===== src/rtl/psum_writeback_pkg.sv =====
// rtl/psum_writeback_pkg.sv - shared FSM encoding and saturation limits for psum_writeback
//
// Purpose: state encoding for the writeback FSM and signed saturation limits
//          derived from the psum lane width.
// Ports:   none (package).

package psum_writeback_pkg;

  typedef enum logic [1:0] {
    ST_IDLE  = 2'd0,
    ST_RUN   = 2'd1,
    ST_DRAIN = 2'd2,
    ST_DONE  = 2'd3
  } state_t;

  // Largest positive value of a bw-bit two's complement lane (bw <= 31).
  function automatic logic signed [31:0] sat_max(input int bw);
    return (32'sd1 <<< (bw - 1)) - 32'sd1;
  endfunction

  // Most negative value of a bw-bit two's complement lane (bw <= 31).
  function automatic logic signed [31:0] sat_min(input int bw);
    return -(32'sd1 <<< (bw - 1));
  endfunction

endpackage


===== src/rtl/psum_lane.sv =====
// rtl/psum_lane.sv - one lane of psum accumulate: saturating add plus optional ReLU
//
// Purpose: combinational lane math for the writeback stage.
// Ports:
//   in_val     in   psum_bw  incoming psum (signed)
//   old_val    in   psum_bw  previously accumulated value (signed)
//   first_pass in   1        pass 0: pass in_val through, ignore old_val
//   last_pass  in   1        final pass: clamp negative results to 0
//   out_val    out  psum_bw  value to write back

module psum_lane
  import psum_writeback_pkg::*;
#(
  parameter int psum_bw = 16
) (
  input  logic [psum_bw-1:0] in_val,
  input  logic [psum_bw-1:0] old_val,
  input  logic               first_pass,
  input  logic               last_pass,
  output logic [psum_bw-1:0] out_val
);

  localparam logic [psum_bw-1:0] SAT_MAX = psum_bw'(sat_max(psum_bw));
  localparam logic [psum_bw-1:0] SAT_MIN = psum_bw'(sat_min(psum_bw));

  logic [psum_bw:0]   wide;
  logic [psum_bw-1:0] sum;

  always_comb begin
    wide = {in_val[psum_bw-1], in_val} + {old_val[psum_bw-1], old_val};
    if (first_pass) begin
      sum = in_val;
    end else if (wide[psum_bw] != wide[psum_bw-1]) begin
      // Sign-extended top bits disagree: overflow, direction given by true sign.
      sum = wide[psum_bw] ? SAT_MIN : SAT_MAX;
    end else begin
      sum = wide[psum_bw-1:0];
    end
    out_val = (last_pass && sum[psum_bw-1]) ? '0 : sum;
  end

endmodule


===== src/rtl/psum_writeback.sv =====
// rtl/psum_writeback.sv - multi-pass psum accumulation into a two-port SRAM
//
// Purpose: accepts the psum vector stream and read-modify-writes it into the
//          psum SRAM over num_passes passes of num_words vectors; ReLU on the
//          final pass; pulses done when the final write has been issued.
// Ports:
//   clk, reset              clock, async active-low reset
//   start                   1-cycle start pulse (IDLE only)
//   num_words, num_passes   job shape, sampled on start
//   in_valid/in_data/in_ready  psum vector stream
//   rd_en/rd_addr/mem_q     SRAM read port (1-cycle read latency)
//   wr_en/wr_addr/wr_data   SRAM write port
//   busy, done              status to top FSM

module psum_writeback
  import psum_writeback_pkg::*;
#(
  parameter int col     = 8,
  parameter int psum_bw = 16,
  parameter int addr_w  = 7,
  parameter int pass_w  = 4
) (
  input  logic                   clk,
  input  logic                   reset,
  input  logic                   start,
  input  logic [addr_w:0]        num_words,
  input  logic [pass_w-1:0]      num_passes,
  input  logic                   in_valid,
  input  logic [psum_bw*col-1:0] in_data,
  output logic                   in_ready,
  output logic                   rd_en,
  output logic [addr_w-1:0]      rd_addr,
  input  logic [psum_bw*col-1:0] mem_q,
  output logic                   wr_en,
  output logic [addr_w-1:0]      wr_addr,
  output logic [psum_bw*col-1:0] wr_data,
  output logic                   busy,
  output logic                   done
);

  localparam int vec_w = psum_bw * col;

  state_t             state_q, state_d;
  logic [addr_w:0]    nw_q, nw_d;
  logic [pass_w-1:0]  np_q, np_d;
  logic [addr_w-1:0]  word_cnt_q, word_cnt_d;
  logic [pass_w-1:0]  pass_cnt_q, pass_cnt_d;
  logic               s2_valid_q, s2_valid_d;
  logic [vec_w-1:0]   s2_data_q, s2_data_d;
  logic [addr_w-1:0]  s2_addr_q, s2_addr_d;
  logic               s2_first_q, s2_first_d;
  logic               s2_last_q, s2_last_d;
  logic               s2_fwd_q, s2_fwd_d;
  logic [vec_w-1:0]   fwd_data_q, fwd_data_d;
  logic [vec_w-1:0]   wr_hold_q, wr_hold_d;

  logic               beat;
  logic               last_word;
  logic               first_pass_now;
  logic               last_pass_now;
  logic               fwd_hit;
  logic [vec_w-1:0]   old_vec;
  logic [vec_w-1:0]   lane_out;

  assign in_ready       = (state_q == ST_RUN);
  assign busy           = (state_q == ST_RUN) || (state_q == ST_DRAIN);
  assign done           = (state_q == ST_DONE);
  assign beat           = in_valid && in_ready;
  assign last_word      = ({1'b0, word_cnt_q} == (nw_q - (addr_w + 1)'(1)));
  assign first_pass_now = (pass_cnt_q == '0);
  assign last_pass_now  = (pass_cnt_q == (np_q - pass_w'(1)));

  assign rd_en   = beat && !first_pass_now;
  assign rd_addr = word_cnt_q;
  assign wr_en   = s2_valid_q;
  assign wr_addr = s2_addr_q;

  // A read of the address being written this cycle would return the stale
  // word; the in-flight result is captured and used instead of mem_q.
  assign fwd_hit = rd_en && s2_valid_q && (s2_addr_q == word_cnt_q);
  assign old_vec = s2_fwd_q ? fwd_data_q : mem_q;

  for (genvar i = 0; i < col; i++) begin : g_lane
    psum_lane #(.psum_bw(psum_bw)) u_lane (
      .in_val     (s2_data_q[psum_bw*i +: psum_bw]),
      .old_val    (old_vec[psum_bw*i +: psum_bw]),
      .first_pass (s2_first_q),
      .last_pass  (s2_last_q),
      .out_val    (lane_out[psum_bw*i +: psum_bw])
    );
  end

  // Bubbles keep presenting the last written vector.
  assign wr_data = s2_valid_q ? lane_out : wr_hold_q;

  always_comb begin
    state_d    = state_q;
    nw_d       = nw_q;
    np_d       = np_q;
    word_cnt_d = word_cnt_q;
    pass_cnt_d = pass_cnt_q;
    s2_valid_d = 1'b0;
    s2_data_d  = s2_data_q;
    s2_addr_d  = s2_addr_q;
    s2_first_d = s2_first_q;
    s2_last_d  = s2_last_q;
    s2_fwd_d   = s2_fwd_q;
    fwd_data_d = fwd_data_q;
    wr_hold_d  = wr_data;

    case (state_q)
      ST_IDLE: begin
        if (start && (num_words != '0) && (num_passes != '0)) begin
          state_d    = ST_RUN;
          nw_d       = num_words;
          np_d       = num_passes;
          word_cnt_d = '0;
          pass_cnt_d = '0;
        end
      end
      ST_RUN: begin
        if (beat) begin
          s2_valid_d = 1'b1;
          s2_data_d  = in_data;
          s2_addr_d  = word_cnt_q;
          s2_first_d = first_pass_now;
          s2_last_d  = last_pass_now;
          s2_fwd_d   = fwd_hit;
          fwd_data_d = wr_data;
          if (last_word) begin
            word_cnt_d = '0;
            pass_cnt_d = pass_cnt_q + pass_w'(1);
            if (last_pass_now) state_d = ST_DRAIN;
          end else begin
            word_cnt_d = word_cnt_q + addr_w'(1);
          end
        end
      end
      // The final beat is in stage 2 and is written during this cycle.
      ST_DRAIN: state_d = ST_DONE;
      default:  state_d = ST_IDLE;
    endcase
  end

  always_ff @(posedge clk or negedge reset) begin
    if (!reset) begin
      state_q    <= ST_IDLE;
      nw_q       <= '0;
      np_q       <= '0;
      word_cnt_q <= '0;
      pass_cnt_q <= '0;
      s2_valid_q <= 1'b0;
      s2_data_q  <= '0;
      s2_addr_q  <= '0;
      s2_first_q <= 1'b0;
      s2_last_q  <= 1'b0;
      s2_fwd_q   <= 1'b0;
      fwd_data_q <= '0;
      wr_hold_q  <= '0;
    end else begin
      state_q    <= state_d;
      nw_q       <= nw_d;
      np_q       <= np_d;
      word_cnt_q <= word_cnt_d;
      pass_cnt_q <= pass_cnt_d;
      s2_valid_q <= s2_valid_d;
      s2_data_q  <= s2_data_d;
      s2_addr_q  <= s2_addr_d;
      s2_first_q <= s2_first_d;
      s2_last_q  <= s2_last_d;
      s2_fwd_q   <= s2_fwd_d;
      fwd_data_q <= fwd_data_d;
      wr_hold_q  <= wr_hold_d;
    end
  end

endmodule


===== config.mk =====
export PLATFORM = sky130hd
export DESIGN_NAME = psum_writeback
export DESIGN_NICKNAME = d
export VERILOG_FILES = /design/src/rtl/psum_writeback_pkg.sv /design/src/rtl/psum_lane.sv /design/src/rtl/psum_writeback.sv
export SDC_FILE = /design/constraint.sdc
export NUM_CORES = 1
export LEC_CHECK = 0
export CORE_MARGIN = 1
export CORE_UTILIZATION = 42
export CTS_BUF_LIST = sky130_fd_sc_hd__clkbuf_8
export DETAILED_ROUTE_END_ITERATION = 10
export GPL_TIMING_DRIVEN = 0
export MAX_ROUTING_LAYER = met4
export PLACE_DENSITY = 0.67
export SYNTH_ARGS = -nofsm -noshare
export SYNTH_HDL_FRONTEND = slang
export SYNTH_SLANG_ARGS = --single-unit

===== constraint.sdc =====
create_clock -name clk -period 5.85 [get_ports clk]
set_input_delay 0.585 -clock clk [delete_from_list [all_inputs] [get_ports clk]]
set_output_delay 0.585 -clock clk [all_outputs]
set_load 0.1 [all_outputs]

# Word-level counts from Yosys, hierarchy flattened
# Index checks and enable logic that the tools add are counted.
# op_classes
addsub	12
n_eq_ne	18
mux	49
n_reduce_logical	26
# ops
cell	count
$mux 16	32
$mux 128	2
$add 16x16->17	8
$mux 7	3
$logic_and 1x1->1	14
$pmux 7 s2	1
$mux 4	3
$eq 7x8->1	1
$mux 2	4
$ne 1x1->1	8
$pmux 4 s2	1
$reduce_and 4->1	2
$reduce_bool 8->1	1
$sub 8x1->8 const B	1
$add 7x1->7 const B	1
$eq 7x7->1	1
$ne 2x1->1 const B	3
$pmux 2 s3	1
$add 4x1->4 const B	1
$eq 2x2->1 const B	2
$eq 4x4->1	1
$logic_not 4->1	1
$reduce_and 2->1	2
$reduce_bool 4->1	1
9 further kinds	10
# totals
register_bits	420
inputBits	272
out_inout_bits	147

# Logic depth before layout (Yosys ltp)
# Gate-level depths: netlist of the first run.
# depth
ltp_word	8
ltp_mapped	19
ltp_nobuf	17

# Cells and area by module
# Synthesis of the first run repeated with hierarchy kept, for this count alone.
# unflattened
cells_unflattened	2932
area_unflattened_um2	27351.2
# modules_own_cells
module	instances	cells_each	area_each_um2	seq_area_each_um2
psum_writeback	1	1723	17838.4	10510.1
psum_lane at g_lane[1].u_lane ...	4	151	1227.4	0.0
psum_lane at g_lane[5].u_lane ...	3	148	1167.4	0.0
psum_lane at g_lane[0].u_lane	1	161	1101.1	0.0

# Least setup slack after synthesis of the first run
# Ideal clock, no wire load.
# synth_path
kind	register -> output
startpoint	reg s2_fwd_q
endpoint	out wr_data[45]
arrival_ns	6.591
t_required_ns	5.265
setup_slack_ns	-1.326
stages_incl_launch_ff	19
path_buffers	3
path_cell_list	dfrtp_1 > clkbuf_1 > clkbuf_1 > mux2_2 > ha_1 > a211oi_1 > o211ai_1 > a31oi_1 > o31ai_1 > nand2_1 > mux2_2 > a2111o_1 > ha_1 > and3_1 > and4b_1 > or3_1 > clkbuf_1 > a21oi_1 > o21ai_0
# synth_between
elab_chain_cells	8
word_cells_on_any_way	9
classes_between	1 x add/sub; 1 x eq/ne; 6 x mux; 1 x reduce/logical
# synth_lines
element	line_no	rtl
start: declaration	psum_writeback.sv:53	logic s2_fwd_q, s2_fwd_d;
start signal: assignment	psum_writeback.sv:171	s2_fwd_q <= s2_fwd_d;
$mux 128 *	psum_writeback.sv:81	assign old_vec = s2_fwd_q ? fwd_data_q : mem_q;
$add 16x16->17 *	psum_lane.sv:30	wide = {in_val[psum_bw-1], in_val} + {old_val[psum_bw-1], old_val};
$mux 16 or $ne 1x1->1 (tied branches)	psum_lane.sv:35, psum_lane.sv:33	
$mux 16 *	psum_lane.sv:33	end else if (wide[psum_bw] != wide[psum_bw-1]) begin
$mux 16 *	psum_lane.sv:31	if (first_pass) begin
$logic_and 1x1->1	psum_lane.sv:39	out_val = (last_pass && sum[psum_bw-1]) ? '0 : sum;
$mux 16 *	psum_lane.sv:39	
$mux 128 *	psum_writeback.sv:94	assign wr_data = s2_valid_q ? lane_out : wr_hold_q;
end: declaration	psum_writeback.sv:36	output logic [psum_bw*col-1:0] wr_data,
# Mark *: on every way between the ends. The rest lies on a longest branch, timed or not.

# Worst setup path after layout of the first run
# layout_path
startpoint	reg s2_fwd_q
endpoint	out wr_data[44]
# The elaborated chain is that of the path after synthesis.

==> summary.md, run 1 <==
| Metric | Value |
|---|---|
| Port bufs | `418` |
| Cell row count | `91` |
| Post-synth EDFFs | `0` |
| CP required | `5.27 ns` |
| Tightest Pin Transition | `1.514 ns` |
| R2R Setup Slk | `0.81 ns` |
| Core area | `61830 um^2` |
| 1st-pass router iterations | `6` |
| Total CTS buffers | `78` |
| H-tree depth | `3` |
| First-pass GRT wire length | `157300 um` |
| Mapped Area | `26320 um^2` |
| GRT Resource Usage Total | `0.3364` |
| Final hold slack | `0.4348 ns` |
| Nets | `4122` |
| Synthesized area per cell | `8.888 um^2` |
| Initial antenna violation count | `8` |
| WL/cell | `24.04 um` |
| Final wirelength | `110500 um` |
| Final setup violation count | `62` |
| Max-cap violation count | `2` |
| CTS tree | `yes` |
| Clk slew on worst S/H paths | `0.06 ns` |
| Register Area | `10510 um^2` |
| Setup TNS | `-6.929 ns` |
| Warnings from Yosys | `0` |
| Tcrit/Tclk final | `1.048` |
| WS Path Type | `flop to primary output` |
| Vias in the first global route | `26011` |
| Synth Instances | `2961` |
| Data arrival, critical path | `5.55 ns` |
| Global route total overflow | `0` |
| Status | `finished, violations left` |
| Num ports | `419` |
| Synth cell types | `84` |
| DRC viols | `0` |
| Relative slew slack | `-0.009062` |
| Clock root buffer | `clkbuf_8` |
| Hold Fails Final Rpt | `0` |
| Most used DFF post-synth | `dfrtp_1` |
| Via Count | `26932` |
| Filler instances | `4837` |
| Fmax | `163.1 MHz` |
| Post-route ant nets | `0` |
| HPWL Detailed | `72890 um` |
| Fraction of layout cells with a size suffix above 1 | `0.2929` |
| Startpoint types | `flop` |
| Worst-skew pair later-pin latency | `0.69 ns` |
| TritonCTS Sinks | `420` |
| Area delta synth->final | `51.78%` |
| Die Span Y | `252.3 um` |
| Syn nets | `3393` |
| Asr flop ratio synth | `1.000` |
| Fin. max-slew vios | `22` |
| Via-to-Cell Ratio | `5.860` |
| Die area | `63660 um^2` |
| Worst setup EP type | `primary output` |
| Final clock skew | `0.03046 ns` |
| CTS Buffer Depth | `3` |
| CP Cell Sequence | `clkbuf_16 -> clkbuf_16 -> mux2_4 -> ha_4 -> o21ai_4 -> o211ai_1 -> a31oi_4 -> o31ai_4 -> nand2_1 -> mux2_4 -> a2111o_1 -> ha_4 -> and3_4 -> a32o_2 -> or3_4 -> clkbuf_16 -> a21oi_4 -> o22ai_4 -> buf_12` |
| Sequential-to-total area share from yosys stat | `0.3994` |
| Slowest-stage cell, CP | `dfrtp_2` |
| Slowest stage delay, CP | `0.45 ns` |
| Initial drt markers | `2204` |
| Area occupied by multi-input gates | `18020 um^2` |
| GP Congestion | `0.9717` |
| Starting density of the core | `0.4257` |
| RSZ-0062 raised after global routing | `true` |
| Synthesized flop and latch total | `420` |
| Min Tclk post-route | `6.130 ns` |
| Critical path peak fanout | `6` |
| Worst path most repeated cell | `clkbuf_16` |
| Width of the die | `252.3 um` |
| Fin worst setup slack | `-0.2804 ns` |
| Failing checks | `capacitance limit, slew limit, setup timing` |
| Largest net degree at the start of global routing | `118` |
| Type of the most critical hold path | `primary input to flop` |
-- per-stage QoR --
stage	worst slack [ns]	cell area, um^2	instances	util
5_1_grt	-0.3463	39940	4596	0.6461
6_report	-0.2804	39940	4596	0.6461
3_5_place_dp	-2.660	31940	4219	0.5166
2_1_floorplan	-0.2228	26620	2961	-
3_3_place_gp	-14.88	31850	4216	0.5151
4_1_cts	-0.2309	37440	4493	0.6056
-- registers in the layout (all words and copies together), names as in the netlist --
| name | cells |
|---|---|
| wr_addr | 7 |
| nw_q | 8 |
| np_q | 4 |
| wr_en | 1 |
| pass_cnt_q | 4 |
| wr_hold_q | 128 |
| s2_data_q | 128 |
| s2_last_q | 1 |
| rd_addr | 7 |
| s2_first_q | 1 |
| state_q | 2 |
| fwd_data_q | 128 |
| s2_fwd_q | 1 |
-- kinds of logic (layout without fill, tap and decap cells) --
| kind of cell | Yosys count | count (layout) | synth area share |
|---|---|---|---|
| buf+inv | 229 | 1020 | 0.03276 |
| flops | 420 | 420 | 0.3994 |
| compound gates | 784 | 784 | 0.1996 |
| simple gates | 1088 | 1088 | 0.1789 |
| other cells | 0 | 7 | 0 |
| mux | 185 | 185 | 0.07878 |
| fa+ha+maj | 162 | 162 | 0.07911 |
| xor+xnor | 93 | 93 | 0.03152 |
-- repair_timing --
item	in CTS	in global routing
cloned	7	5
hold buffers	1	0
setup buffers	125	103
hold endpoints to repair	86	0
pin swaps	111	170
endpoints found under the setup margin	307	125
resized for setup	1334	393
-- worst max-delay path: cells and delay by family (launching register included) --
family,cells,cell delay (ns)
muxes,2,0.64
adders and majority gates,2,0.57
AOI/OAI and AO/OA,8,1.70
DFF,1,0.45
and+or+nand+nor,3,0.69
buffers and inverters,4,0.79
-- final timing paths --
path                                        startpoint                           to  depth (start not counted)
setup reg to reg                  s2_fwd_q$_DFFE_PN0P_   fwd_data_q[55]$_DFFE_PN0P_                         29
setup / recovery                  s2_fwd_q$_DFFE_PN0P_                  wr_data[44]                         19
max in group asynchronous                        reset    s2_data_q[81]$_DFFE_PN0P_                          3
min in group asynchronous                        reset   s2_data_q[118]$_DFFE_PN0P_                          2
hold reg to reg            fwd_data_q[115]$_DFFE_PN0P_  fwd_data_q[115]$_DFFE_PN0P_                          2
hold / removal                             in_data[42]    s2_data_q[42]$_DFFE_PN0P_                          3
-- cells in the final DEF (no fill, tap or decap), types with 31 or more instances in the layout --
| cell | Yosys | routed |
|---|---|---|
| inv_1 | 79 | 87 |
| clkbuf_8 | 0 | 112 |
| clkdlybuf4s50_1 | 0 | 289 |
| buf_4 | 0 | 195 |
| nand2_2 | 1 | 31 |
| buf_6 | 0 | 39 |
| mux2_2 | 177 | 161 |
| a31oi_1 | 79 | 68 |
| nor2_1 | 183 | 178 |
| buf_12 | 0 | 93 |
| o21ai_2 | 0 | 38 |
| dfrtp_1 | 420 | 419 |
| nor3_1 | 56 | 50 |
| xnor2_1 | 49 | 48 |
| clkbuf_1 | 131 | 89 |
| ha_1 | 152 | 103 |
| xor2_1 | 43 | 43 |
| ha_4 | 0 | 36 |
| nand2b_1 | 40 | 40 |
| nand2_1 | 635 | 602 |
| nand3_1 | 35 | 31 |
| o21ai_0 | 180 | 117 |
| a21o_1 | 41 | 40 |
| a21oi_1 | 144 | 112 |
-- cell type report --
| class | instances | area share |
|---|---|---|
| antenna | 7 | 0.0004385 |
| buffer | 140 | 0.02205 |
| clock buffer | 107 | 0.03687 |
| clock inverter | 35 | 0.009899 |
| inverter | 81 | 0.008144 |
| multi-input combinational | 2312 | 0.4512 |
| sequential | 420 | 0.2632 |
| tap | 837 | 0.02622 |
| timing repair buffer | 657 | 0.1821 |
-- synth_stat cells, types with 40 or more instances --
master | count | share of area
xor2_1 | 43 | 0.014
clkbuf_1 | 131 | 0.019
nand2b_1 | 40 | 0.0095
a21oi_1 | 144 | 0.027
nor3_1 | 56 | 0.011
o21ai_0 | 180 | 0.034
mux2_2 | 177 | 0.076
dfrtp_1 | 420 | 0.40
xnor2_1 | 49 | 0.016
a21o_1 | 41 | 0.012
ha_1 | 152 | 0.072
nor2_1 | 183 | 0.026
nand2_1 | 635 | 0.091
o221ai_1 | 50 | 0.017
inv_1 | 79 | 0.011
a31oi_1 | 79 | 0.019
-- routing by layer --
layer	vias up	track usage	routed length (um)
met5	-	-	0
met4	0	0.1358	5150
met3	327	0.05664	8252
met2	1264	0.5217	51500
met1	13181	0.4371	45590
li1	12160	-	-
Power of run 1 is left out: the tool's default activity adds up to more than one toggle a clock period on the data nets, which glitch-free logic cannot reach.
==> inputs of run 2 (changes only) <==
RECOVER_POWER = 50   (was unset)
==> run 2 against run 1 <==
The flow still finishes with violations (capacitance limit, slew limit, setup timing). Clock skew barely moved. Wire length rose by 0.14%. Worst hold slack got worse by 0.0012 ns. Register-to-register slack barely moved. Critical path depth did not move.
==> summary.md, run 2 (synthesis results as in run 1) <==
| Metric | Value |
|---|---|
| Final clock skew | `0.03038 ns` |
| Num ports | `419` |
| Fraction of layout cells with a size suffix above 1 | `0.2916` |
| GP Congestion | `0.9717` |
| Largest net degree at the start of global routing | `118` |
| Starting density of the core | `0.4257` |
| GRT Resource Usage Total | `0.3364` |
| H-tree depth | `3` |
| Commonest cells after routing, fill and taps aside | `603 x nand2_1, 419 x dfrtp_1, 279 x clkdlybuf4s50_1` |
| Max-cap violation count | `3` |
| Critical path peak fanout | `6` |
| CP Cell Sequence | `clkbuf_16 -> clkbuf_16 -> mux2_4 -> ha_4 -> o21ai_4 -> o211ai_1 -> a31oi_4 -> o31ai_4 -> nand2_1 -> mux2_4 -> a2111o_1 -> ha_4 -> and3_4 -> a32o_2 -> or3_4 -> clkbuf_16 -> a21oi_4 -> o22ai_4 -> buf_12` |
| CTS Buffer Depth | `3` |
| Final setup violation count | `69` |
| Biggest regs | `fwd_data_q x128, s2_data_q x128, wr_hold_q x128` |
| Status | `finished, violations left` |
| Design area | `39910 um^2` |
| Global route total overflow | `0` |
| Fin. max-slew vios | `110` |
| DRC viols | `0` |
| WL/cell | `24.08 um` |
| CTS tree | `yes` |
| Nets | `4122` |
| Tightest Pin Transition | `4.450 ns` |
| Failing checks | `capacitance limit, slew limit, setup timing` |
| Post-route ant nets | `0` |
| Min Tclk post-route | `6.136 ns` |
| Cell row count | `91` |
| Clock root buffer | `clkbuf_8` |
| R2R Setup Slk | `0.81 ns` |
| Via Count | `26869` |
| Data arrival, critical path | `5.55 ns` |
| Area of placed instances | `31940 um^2` |
| Filler instances | `4844` |
| HPWL Detailed | `72890 um` |
| Final hold slack | `0.4336 ns` |
| Clk slew on worst S/H paths | `0.06 ns` |
| Total CTS buffers | `78` |
| Slowest stage delay, CP | `0.45 ns` |
| Die Span Y | `252.3 um` |
| Worst-skew pair later-pin latency | `0.69 ns` |
| Top Family by Delay on Critical Path | `compound AO/OA/AOI/OAI gates` |
| Width of the die | `252.3 um` |
| Fin worst setup slack | `-0.2863 ns` |
| Initial drt markers | `2289` |
| Relative slew slack | `-1.966` |
| Vias in the first global route | `26011` |
| Tcrit/Tclk final | `1.049` |
| RSZ-0062 raised after global routing | `true` |
| Bufs and invs on worst path | `4` |
| Slowest-stage cell, CP | `dfrtp_2` |
| Type of the most critical hold path | `primary input to flop` |
| WS Path Type | `flop to primary output` |
| Worst setup EP type | `primary output` |
| Area delta synth->final | `51.65%` |
| Port bufs | `418` |
| Worst path most repeated cell | `clkbuf_16` |
| Startpoint types | `flop` |
| 1st-pass router iterations | `5` |
| Fmax | `163.0 MHz` |
| Setup TNS | `-7.559 ns` |
| CP required | `5.27 ns` |
| Hold Fails Final Rpt | `0` |
| Final wirelength | `110700 um` |
| TritonCTS Sinks | `420` |
| First-pass GRT wire length | `157300 um` |
| Initial antenna violation count | `8` |
| Most common cell after layout, fill and taps aside | `nand2_1` |
| Via-to-Cell Ratio | `5.846` |
| Core area | `61830 um^2` |
| Die area | `63660 um^2` |
-- run 2: changes by cell type in the layout (fill, tap and decap cells not counted), moves of 2 or more --
cell,change
a211oi_1,+2
dlygate4sd3_1,+10
a211oi_2,-2
clkdlybuf4s50_1,-10
-- run 2: per-stage QoR --
stage	instances	worst slack, ns	utilization
2_1_floorplan	2961	-0.2228	-
4_1_cts	4493	-0.2309	0.6056
3_3_place_gp	4216	-14.88	0.5151
6_report	4596	-0.2863	0.6455
5_1_grt	4596	-0.3463	0.6455
3_5_place_dp	4219	-2.660	0.5166
-- run 2: final timing paths --
path,end,depth (start not counted),from
min,s2_data_q[42]$_DFFE_PN0P_,3,in_data[42]
max in group asynchronous,s2_data_q[83]$_DFFE_PN0P_,3,reset
max reg2reg,fwd_data_q[55]$_DFFE_PN0P_,29,s2_fwd_q$_DFFE_PN0P_
min in group asynchronous,s2_data_q[118]$_DFFE_PN0P_,2,reset
max,wr_data[44],19,s2_fwd_q$_DFFE_PN0P_
min reg2reg,fwd_data_q[127]$_DFFE_PN0P_,2,fwd_data_q[127]$_DFFE_PN0P_
-- run 2: layout make-up --
| class | count | area (um^2) | share of cell area |
|---|---|---|---|
| diodes | 7 | 17.52 | 0.0004389 |
| clock inverters | 35 | 395.4 | 0.009907 |
| flip-flops and latches | 420 | 10510 | 0.2634 |
| inverters | 81 | 325.3 | 0.008151 |
| repair buffers | 657 | 7251 | 0.1817 |
| plain buffers | 140 | 880.8 | 0.02207 |
| well taps | 837 | 1047 | 0.02624 |
| clock buffers | 107 | 1473 | 0.03690 |
| multi-input cells | 2312 | 18010 | 0.4512 |
-- run 2: metal layers --
metal / track usage / share of wire / up-vias
li1: - / - / 12164
met1: 0.4371 / 0.41 / 13153
met2: 0.5217 / 0.47 / 1241
met3: 0.05664 / 0.075 / 311
met4: 0.1358 / 0.046 / 0
met5: - / 0 / -
-- run 2: timing repair --
action,CTS,global route
cloned,7,5
resized for setup,1334,393
pin swaps,111,170
setup endpoints to repair,307,125
endpoints found under the hold margin,86,0
hold buffers,1,0
setup buffers,125,103
-- run 2: worst register-to-register path: cells and delay by family, from the launching register on --
family | cells | cell delay [ns]
simple gates | 1 | 0.08
compound gates | 4 | 0.85
buf+inv | 20 | 2.60
fa+ha+maj | 1 | 0.26
flops | 1 | 0.45
xor+xnor | 1 | 0.08
mux | 2 | 0.57
Power of run 2 is left out for the same reason.
